===== config.mk =====
export PLATFORM = sky130hd
export DESIGN_NAME = mem_arbiter
export DESIGN_NICKNAME = d
export VERILOG_FILES = /design/src/rtl/mem_arbiter.sv
export SDC_FILE = /design/constraint.sdc
export NUM_CORES = 1
export LEC_CHECK = 0
export BUFFER_PORTS_ARGS = -buffer_cell sky130_fd_sc_hd__buf_2
export CAP_MARGIN = 20
export CORE_AREA = 2 2 363 365
export CTS_CLUSTER_SIZE = 16
export DETAILED_ROUTE_END_ITERATION = 10
export DIE_AREA = 0 0 365 367
export SLEW_MARGIN = 20
export SYNTH_ARGS = -nofsm -noshare
export SYNTH_HDL_FRONTEND = slang
export SYNTH_SLANG_ARGS = --single-unit
export TNS_END_PERCENT = 1

===== constraint.sdc =====
create_clock -name clk -period 2.7 [get_ports clk]
set_input_delay 0.135 -clock clk [delete_from_list [all_inputs] [get_ports clk]]
set_output_delay 0.135 -clock clk [all_outputs]
set_load 0.005 [all_outputs]

===== src/rtl/mem_arbiter.sv =====
// mem_arbiter: two-requester arbiter in front of a single memory port.
//
// Ports
//   clk, reset                 clock, asynchronous active-high reset
//   p0_* / p1_*                requester ports: request channel (valid/ready,
//                              addr, rw), write-data channel (valid/ready,
//                              bits, mask), response (valid, data)
//   mem_*                      downstream memory port, same channel layout
//   grant                      one-hot owning requester, 00 when idle
//
// A transaction owns the memory port from grant until completion:
//   read  : request handshake, then RESP_BEATS response beats
//   write : request and data handshakes, in either order or together
//
// Build option: define MEM_ARB_RR_EN for round-robin arbitration on ties;
// otherwise requester 0 has fixed priority.
module mem_arbiter #(
    parameter int ADDR_BITS  = 28,
    parameter int DATA_BITS  = 128,
    parameter int RESP_BEATS = 4
) (
    input  logic                   clk,
    input  logic                   reset,

    input  logic                   p0_req_valid,
    output logic                   p0_req_ready,
    input  logic [ADDR_BITS-1:0]   p0_req_addr,
    input  logic                   p0_req_rw,
    input  logic                   p0_req_data_valid,
    output logic                   p0_req_data_ready,
    input  logic [DATA_BITS-1:0]   p0_req_data_bits,
    input  logic [DATA_BITS/8-1:0] p0_req_data_mask,
    output logic                   p0_resp_valid,
    output logic [DATA_BITS-1:0]   p0_resp_data,

    input  logic                   p1_req_valid,
    output logic                   p1_req_ready,
    input  logic [ADDR_BITS-1:0]   p1_req_addr,
    input  logic                   p1_req_rw,
    input  logic                   p1_req_data_valid,
    output logic                   p1_req_data_ready,
    input  logic [DATA_BITS-1:0]   p1_req_data_bits,
    input  logic [DATA_BITS/8-1:0] p1_req_data_mask,
    output logic                   p1_resp_valid,
    output logic [DATA_BITS-1:0]   p1_resp_data,

    output logic                   mem_req_valid,
    input  logic                   mem_req_ready,
    output logic [ADDR_BITS-1:0]   mem_req_addr,
    output logic                   mem_req_rw,
    output logic                   mem_req_data_valid,
    input  logic                   mem_req_data_ready,
    output logic [DATA_BITS-1:0]   mem_req_data_bits,
    output logic [DATA_BITS/8-1:0] mem_req_data_mask,
    input  logic                   mem_resp_valid,
    input  logic [DATA_BITS-1:0]   mem_resp_data,

    output logic [1:0]             grant
);

    localparam int CNT_W = (RESP_BEATS > 1) ? $clog2(RESP_BEATS) : 1;
    localparam logic [CNT_W-1:0] LAST_BEAT = CNT_W'(RESP_BEATS - 1);

    localparam logic [1:0] IDLE = 2'd0;
    localparam logic [1:0] REQ  = 2'd1;
    localparam logic [1:0] RESP = 2'd2;

    logic [1:0]       state;
    logic [CNT_W-1:0] beat_cnt;
    logic             req_done;
    logic             data_done;
    logic [1:0]       pick;

    logic sel_valid, sel_rw, sel_data_valid;
    logic in_req, req_fire, data_fire, resp_beat, req_ok, data_ok;

    // Request fields follow the granted requester; outside REQ the valids
    // are gated off so the muxed fields are don't-care.
    always_comb begin
        if (grant[1]) begin
            sel_valid          = p1_req_valid;
            sel_rw             = p1_req_rw;
            sel_data_valid     = p1_req_data_valid;
            mem_req_addr       = p1_req_addr;
            mem_req_data_bits  = p1_req_data_bits;
            mem_req_data_mask  = p1_req_data_mask;
        end else begin
            sel_valid          = p0_req_valid;
            sel_rw             = p0_req_rw;
            sel_data_valid     = p0_req_data_valid;
            mem_req_addr       = p0_req_addr;
            mem_req_data_bits  = p0_req_data_bits;
            mem_req_data_mask  = p0_req_data_mask;
        end
    end

    assign in_req             = (state == REQ);
    assign mem_req_rw         = sel_rw;
    // Each valid is withdrawn once its own handshake has happened.
    assign mem_req_valid      = in_req & sel_valid & ~req_done;
    assign mem_req_data_valid = in_req & sel_rw & sel_data_valid & ~data_done;
    assign req_fire           = mem_req_valid & mem_req_ready;
    assign data_fire          = mem_req_data_valid & mem_req_data_ready;

    assign req_ok             = in_req & mem_req_ready & ~req_done;
    assign data_ok            = in_req & sel_rw & mem_req_data_ready & ~data_done;
    assign p0_req_ready       = grant[0] & req_ok;
    assign p1_req_ready       = grant[1] & req_ok;
    assign p0_req_data_ready  = grant[0] & data_ok;
    assign p1_req_data_ready  = grant[1] & data_ok;

    // Beats outside RESP are strays and never reach a requester.
    assign resp_beat          = (state == RESP) & mem_resp_valid;
    assign p0_resp_valid      = grant[0] & resp_beat;
    assign p1_resp_valid      = grant[1] & resp_beat;
    assign p0_resp_data       = mem_resp_data;
    assign p1_resp_data       = mem_resp_data;

`ifdef MEM_ARB_RR_EN
    // rr_ptr names the requester that wins the next tie.
    logic rr_ptr;

    always_comb begin
        if (p0_req_valid & p1_req_valid) pick = rr_ptr ? 2'b10 : 2'b01;
        else if (p0_req_valid)           pick = 2'b01;
        else if (p1_req_valid)           pick = 2'b10;
        else                             pick = 2'b00;
    end

    always_ff @(posedge clk or posedge reset) begin
        if (reset)                              rr_ptr <= 1'b0;
        else if (state == IDLE && pick != 2'b00) rr_ptr <= pick[0];
    end
`else
    always_comb begin
        if (p0_req_valid)      pick = 2'b01;
        else if (p1_req_valid) pick = 2'b10;
        else                   pick = 2'b00;
    end
`endif

    always_ff @(posedge clk or posedge reset) begin
        if (reset) begin
            state     <= IDLE;
            grant     <= 2'b00;
            beat_cnt  <= '0;
            req_done  <= 1'b0;
            data_done <= 1'b0;
        end else begin
            case (state)
                IDLE: begin
                    if (pick != 2'b00) begin
                        grant <= pick;
                        state <= REQ;
                    end
                end
                REQ: begin
                    if (sel_rw) begin
                        if ((req_done | req_fire) & (data_done | data_fire)) begin
                            state     <= IDLE;
                            grant     <= 2'b00;
                            req_done  <= 1'b0;
                            data_done <= 1'b0;
                        end else begin
                            req_done  <= req_done | req_fire;
                            data_done <= data_done | data_fire;
                        end
                    end else if (req_fire) begin
                        state    <= RESP;
                        beat_cnt <= '0;
                    end
                end
                RESP: begin
                    if (mem_resp_valid) begin
                        if (beat_cnt == LAST_BEAT) begin
                            state    <= IDLE;
                            grant    <= 2'b00;
                            beat_cnt <= '0;
                        end else begin
                            beat_cnt <= beat_cnt + 1'b1;
                        end
                    end
                end
                default: begin
                    state <= IDLE;
                    grant <= 2'b00;
                end
            endcase
        end
    end

endmodule

# Word-level counts from Yosys, hierarchy flattened
# Index checks and enable logic that the tools add are counted.
totals:
  input_bits: 483
  elab_cells: 73
  output_inout_bits: 439
  regBits: 8
classes:
  n_eq_ne: 12
  n_reduce_logical: 7
  bitwise: 23
  add_sub_neg: 1
  n_mux: 25
op_table:
  columns: ["operator", "n"]
  rows:
  - ["$mux 128", 1]
  - ["$mux 2", 14]
  - ["$mux 28", 1]
  - ["$and 1x1->1", 19]
  - ["$mux 16", 1]
  - ["$pmux 2 s3", 2]
  - ["$reduce_and 5->1", 2]
  - ["$ne 2x2->1 const B", 4]
  - ["$ne 2x1->1 const B", 3]
  - ["$ne 3x2->1 const B", 2]
  - ["$mux 1", 5]
  - ["$eq 2x2->1 const B", 2]
  - ["$pmux 2 s2", 1]
  - ["$reduce_and 4->1", 1]
  - ["$reduce_bool 2->1", 2]
  - ["$add 2x1->2 const B", 1]
  - ["$eq 2x1->1 const B", 1]
  - ["$logic_not 2->1", 1]
  - ["$not 1->1", 2]
  - ["$or 1x1->1", 2]
  - ["$reduce_and 2->1", 1]

# Longest topological paths before layout
depth:
  ltp_word: 10
  depth_mapped: 5
  depth_no_buf: 4

# Worst setup path after synthesis
# Ideal clock, no wire load.
synth_path:
  path_kind: "reg-to-reg"
  from: "register grant[1]"
  to: "register grant[0]"
  arrival_ps: 1346
  path_stages_with_launch: 6
  synth_period_minus_slack_ps: 1427
  setup_slack_ps: 1273
  path_buffers: 1
  cell_sequence: "dfrtp_1 buf_6 mux2_4 or3_1 o31a_1 o211ai_2"
synth_via:
  elab_chain_cells: 9
  word_cells_on_any_way: 16
  classes_between: "2 x eq/ne; 3 x mux; 10 x bitwise; 1 x reduce/logical"
synth_rtl:
  columns: ["element", "line_no", "text"]
  rows:
  - ["start, declared", "58", "output logic [1:0] grant"]
  - ["start signal, assigned", "153", "grant <= pick;"]
  - ["$mux 1 *", "80", "if (grant[1]) begin"]
  - ["net mem_req_rw", "50", "output logic mem_req_rw,"]
  - ["$and 1x1->1 (3 in a row)", "101", "assign mem_req_data_valid = in_req & sel_rw & sel_data_valid & ~data_done;"]
  - ["$and 1x1->1", "103", "assign data_fire = mem_req_data_valid & mem_req_data_ready;"]
  - ["$or 1x1->1", "159", "if ((req_done | req_fire) & (data_done | data_fire)) begin"]
  - ["$and 1x1->1", "159", null]
  - ["$ne 2x1->1 (no source line)", null, null]
  - ["$reduce_and 5->1 (no source line) *", null, null]
# Mark *: on every way through the listed nets, which the timed path passes. The rest lies on a longest branch.
# A chain may end at the register's enable or synchronous reset.

# Worst setup path after layout
layout_path:
  from: "register grant[1]"
  to: "output port mem_req_data_valid"
layout_via:
  elab_chain_cells: 4
  word_cells_on_any_way: 5
  classes_between: "2 x mux; 3 x bitwise"
layout_rtl:
  columns: ["element", "line_no", "text"]
  rows:
  - ["$mux 1", "80", null]
  - ["$and 1x1->1", "101", null]
  - ["$and 1x1->1 * (2 in a row)", "101", null]
  - ["end, declared", "51", "output logic mem_req_data_valid,"]
# Mark *: on every way between the ends. The rest lies on a longest branch, timed or not.

==> flow_summary.html <==
<table>
<tr><th>Metric</th><th>Value</th></tr>
<tr><th colspan="2">Worst setup path</th></tr>
<tr><td>Largest stage delay, worst path</td><td>600 ps</td></tr>
<tr><td>Cell-by-cell trace of the critical path</td><td>mux2_4 &gt; nand3b_2 &gt; nor2_1 &gt; and2_1 &gt; buf_2</td></tr>
<tr><td>Cell with the biggest individual delay on the critical path</td><td>dfrtp_4</td></tr>
<tr><td>Largest delay share family, worst path</td><td>flip-flops</td></tr>
<tr><td>Worst Path Max Fanout</td><td>12</td></tr>
<tr><td>Data arrival time of the critical path</td><td>1980 ps</td></tr>
<tr><td>Worst path required time</td><td>2570 ps</td></tr>
<tr><td>Sum of buffers and inverters on the critical path</td><td>1</td></tr>
<tr><td>Category of the most critical setup path</td><td>flip-flop to primary output</td></tr>
<tr><td>Startpoint types</td><td>flip-flop</td></tr>
<tr><td>Critical path endpoint category</td><td>primary output</td></tr>
<tr><th colspan="2">Min path</th></tr>
<tr><td>Tightest Hold Check Type</td><td>primary input to flip-flop</td></tr>
<tr><th colspan="2">Synth</th></tr>
<tr><td>Post-synthesis cell type count</td><td>33</td></tr>
<tr><td>FFs w/ async S/R, synth</td><td>100%</td></tr>
<tr><td>Part of the Yosys area used for sequential elements</td><td>4.39%</td></tr>
<tr><td>Cell count after synthesis</td><td>511</td></tr>
<tr><td>Post-synth net total</td><td>995</td></tr>
<tr><td>Synth Register Bits</td><td>8</td></tr>
<tr><td>Top cells by area, synth</td><td>mux2_2 43%, buf_4 42%, dfrtp_1 4.4%, buf_2 2.3%, and3_1 0.82%</td></tr>
<tr><td>Main flop type after synthesis</td><td>dfrtp_1</td></tr>
<tr><td>Synthesis warning total</td><td>0</td></tr>
<tr><td>Portion of synthesized cell area occupied by the leading cell type</td><td>42.7%</td></tr>
<tr><td>Dominant cell type by area after synthesis</td><td>mux2_2</td></tr>
<tr><td>Netlist area before placement</td><td>4560 um2</td></tr>
<tr><td>Number of flops mapped to enable cells by yosys</td><td>0</td></tr>
<tr><td>Mapped Avg Cell Area</td><td>8.92 um2</td></tr>
<tr><th colspan="2">Clock tree</th></tr>
<tr><td>Maximum clock path buffer count</td><td>2</td></tr>
<tr><td>Clock Latency Late Sink</td><td>230 ps</td></tr>
<tr><td>CTS tree</td><td>yes</td></tr>
<tr><td>Root Buffer Master</td><td>clkbuf_16</td></tr>
<tr><td>Clock transition at the register clock pins on the worst setup and hold paths after CTS</td><td>40 ps</td></tr>
<tr><td>Setup fix buffers added after clock tree synthesis</td><td>0</td></tr>
<tr><td>Clock sink count</td><td>8</td></tr>
<tr><td>CTS Buf Count</td><td>3</td></tr>
<tr><td>H-Tree Level Count</td><td>1</td></tr>
<tr><th colspan="2">Route</th></tr>
<tr><td>Number of remaining DRC errors</td><td>0</td></tr>
<tr><td>DR iter-0 viols</td><td>127</td></tr>
<tr><td>Wirelength per Cell</td><td>30.4 um</td></tr>
<tr><td>Routed vias</td><td>5529</td></tr>
<tr><td>Average vias per placed instance</td><td>2.18</td></tr>
<tr><td>Total wirelength of the detailed-routed design</td><td>77100 um</td></tr>
<tr><td>Detailed-router iteration count before antenna repair</td><td>4</td></tr>
<tr><td>Detail Route Antenna Nets</td><td>0</td></tr>
<tr><th colspan="2">Floorplan</th></tr>
<tr><td>Floorplan die height</td><td>367 um</td></tr>
<tr><td>Total core area</td><td>130000 um2</td></tr>
<tr><td>Floorplan die width</td><td>365 um</td></tr>
<tr><td>Std-Cell Rows</td><td>133</td></tr>
<tr><td>Starting density of the core</td><td>3.50%</td></tr>
<tr><td>Number of primary I/O pins</td><td>922</td></tr>
<tr><td>Area enclosed by the die boundary</td><td>134000 um2</td></tr>
<tr><th colspan="2">STA</th></tr>
<tr><td>Final-layout setup total negative slack</td><td>0 ps</td></tr>
<tr><td>RSZ-0062 raised after global routing</td><td>false</td></tr>
<tr><td>Final count of pins violating max slew</td><td>0</td></tr>
<tr><td>Setup violation total in the final timing report</td><td>0</td></tr>
<tr><td>Worst-case clock skew</td><td>2.75 ps</td></tr>
<tr><td>WHS</td><td>217 ps</td></tr>
<tr><td>Achievable frequency</td><td>0.472 GHz</td></tr>
<tr><td>Slew @ Worst Pin</td><td>399 ps</td></tr>
<tr><td>Fin. Hold Viols</td><td>0</td></tr>
<tr><td>Final cycle utilization of the critical path</td><td>78.5%</td></tr>
<tr><td>Relative slew margins</td><td>73.4%</td></tr>
<tr><td>Shortest period the worst path allows</td><td>2120 ps</td></tr>
<tr><th colspan="2">Placed design</th></tr>
<tr><td>HPWL after detailed placement</td><td>74900 um</td></tr>
<tr><td>Routability Congestion</td><td>0.738</td></tr>
<tr><td>Port Buffer Count</td><td>537</td></tr>
<tr><td>Placed instance area</td><td>7470 um2</td></tr>
<tr><th colspan="2">GRT</th></tr>
<tr><td>Antenna violations before repair</td><td>151</td></tr>
<tr><td>Number of global-route vias before repair</td><td>4471</td></tr>
<tr><td>First-pass GRT wire length</td><td>84900 um</td></tr>
<tr><td>Leftover overflow at the end of global routing</td><td>0</td></tr>
<tr><td>All-layer global routing usage</td><td>10.9%</td></tr>
<tr><td>Largest net degree at the start of global routing</td><td>72</td></tr>
<tr><th colspan="2">Power</th></tr>
<tr><td>Final total power</td><td>3650 uW</td></tr>
<tr><td>Static leakage</td><td>0.00318 uW</td></tr>
<tr><td>Worst voltage drop across the vdd grid</td><td>0.000280 V</td></tr>
<tr><td>Pwr/cell area</td><td>482 nW/um2</td></tr>
<tr><th colspan="2">Final layout</th></tr>
<tr><td>Post-layout utilization of the core</td><td>5.81%</td></tr>
<tr><td>Share of final-layout standard cells stronger than drive strength 1</td><td>93.1%</td></tr>
<tr><td>Final Instance Area</td><td>7580 um2</td></tr>
<tr><td>Number of nets in the layout</td><td>1265</td></tr>
<tr><td>Area delta synth-&gt;final</td><td>66.1%</td></tr>
<tr><th colspan="2">Run status</th></tr>
<tr><td>Outcome</td><td>completed</td></tr>
<tr><th colspan="2">Job</th></tr>
<tr><td>Number of max-cap violations</td><td>0</td></tr>
</table>
-- placed cells by master (no fill, tap or decap), drive strengths merged --
cell         count
a221oi           1
dlygate4sd3      1
nand2b           1
o21bai           1
and2             4
nand3b           1
nand2            3
and3             6
o31a             1
diode            6
a21oi            3
a211oi           1
nand3            1
buf            542
inv              3
a21boi           2
mux2i            1
or4b             1
clkbuf           4
dfrtp            8
o221ai           1
o211ai           1
nor2             6
or3              2
mux2           175
nor3b            1
o21ai            3
ha               1
a22o             2
o22a             2
a22oi            1
-- metrics by stage --
stage	setup WS [ps]	instances
floorplan	1270	511
global placement	802	2530
detailed placement	763	2530
CTS	511	2535
global route	465	2538
finish	581	2541
-- cells by family (layout without fill, tap and decap cells) --
group / after synthesis / count (layout) / synth area share (%)
and+or+nand+nor: 26 / 26 / 3.51
adders and majority gates: 1 / 1 / 0.274
other: 0 / 6 / 0
buffers and inverters: 281 / 550 / 44.9
muxes: 176 / 176 / 43.6
AOI/OAI and AO/OA: 19 / 19 / 3.29
DFF: 8 / 8 / 4.39
-- report_power, final --
part / total, uW / internal, uW / switching, uW
Clock: 256 / 197 / 59.2
Combinational: 3090 / 1770 / 1320
Sequential: 306 / 172 / 134
Total: 3650 / 2140 / 1510
-- state kept, by name, summed over array words and instances, names as in the netlist --
register / count
data_done: 1
grant: 2
state: 2
beat_cnt: 2
req_done: 1
-- worst paths after layout --
check	from	to	slack, ps	cells past startpoint
worst min register to register	beat_cnt[1]	beat_cnt[1]	520	1
min in group asynchronous	reset	grant[0]	390	3
max in group asynchronous	reset	grant[1]	2050	3
worst max register to register	grant[1]	beat_cnt[0]	850	5
worst min-delay path	p1_req_valid	state[0]	220	3
worst max-delay path	grant[1]	mem_req_data_valid	580	5
-- worst min-delay path: cells and delay by family --
kind | cells | cell delay [ps]
buf+inv | 2 | 200
compound gates | 1 | 60
-- cell usage after synthesis, types with 3 or more instances --
| cell type | count |
|---|---|
| mux2_2 | 173 |
| nand2_1 | 3 |
| and3_1 | 6 |
| and2_1 | 4 |
| buf_4 | 256 |
| buf_2 | 21 |
| inv_1 | 3 |
| dfrtp_1 | 8 |
| nor2_1 | 6 |
-- area by class of cell --
class / count / area [um2]
inverter: 3 / 11.3
antenna: 6 / 15.0
tap: 1755 / 2200
fill: 15600 / 123000
clock buffer: 4 / 78.8
sequential: 8 / 204
multi-input combinational: 222 / 2310
timing repair buffer: 543 / 2760
-- timing repair --
action / CTS / global route
hold endpoints to repair: 8 / 0
resized for setup: 0 / 0
hold buffers: 1 / 0
-- layer usage --
metal,vias up,share of wire (%),wire [um],GRT usage (%)
met4,10,2.2,1700,0.617
met1,2228,33,25800,10.9
met2,1028,43,33100,17.4
met3,238,21,16500,9.98
met5,-,0.095,73,0.799
li1,2025,-,-,-
(Power assumes the default switching activity.)
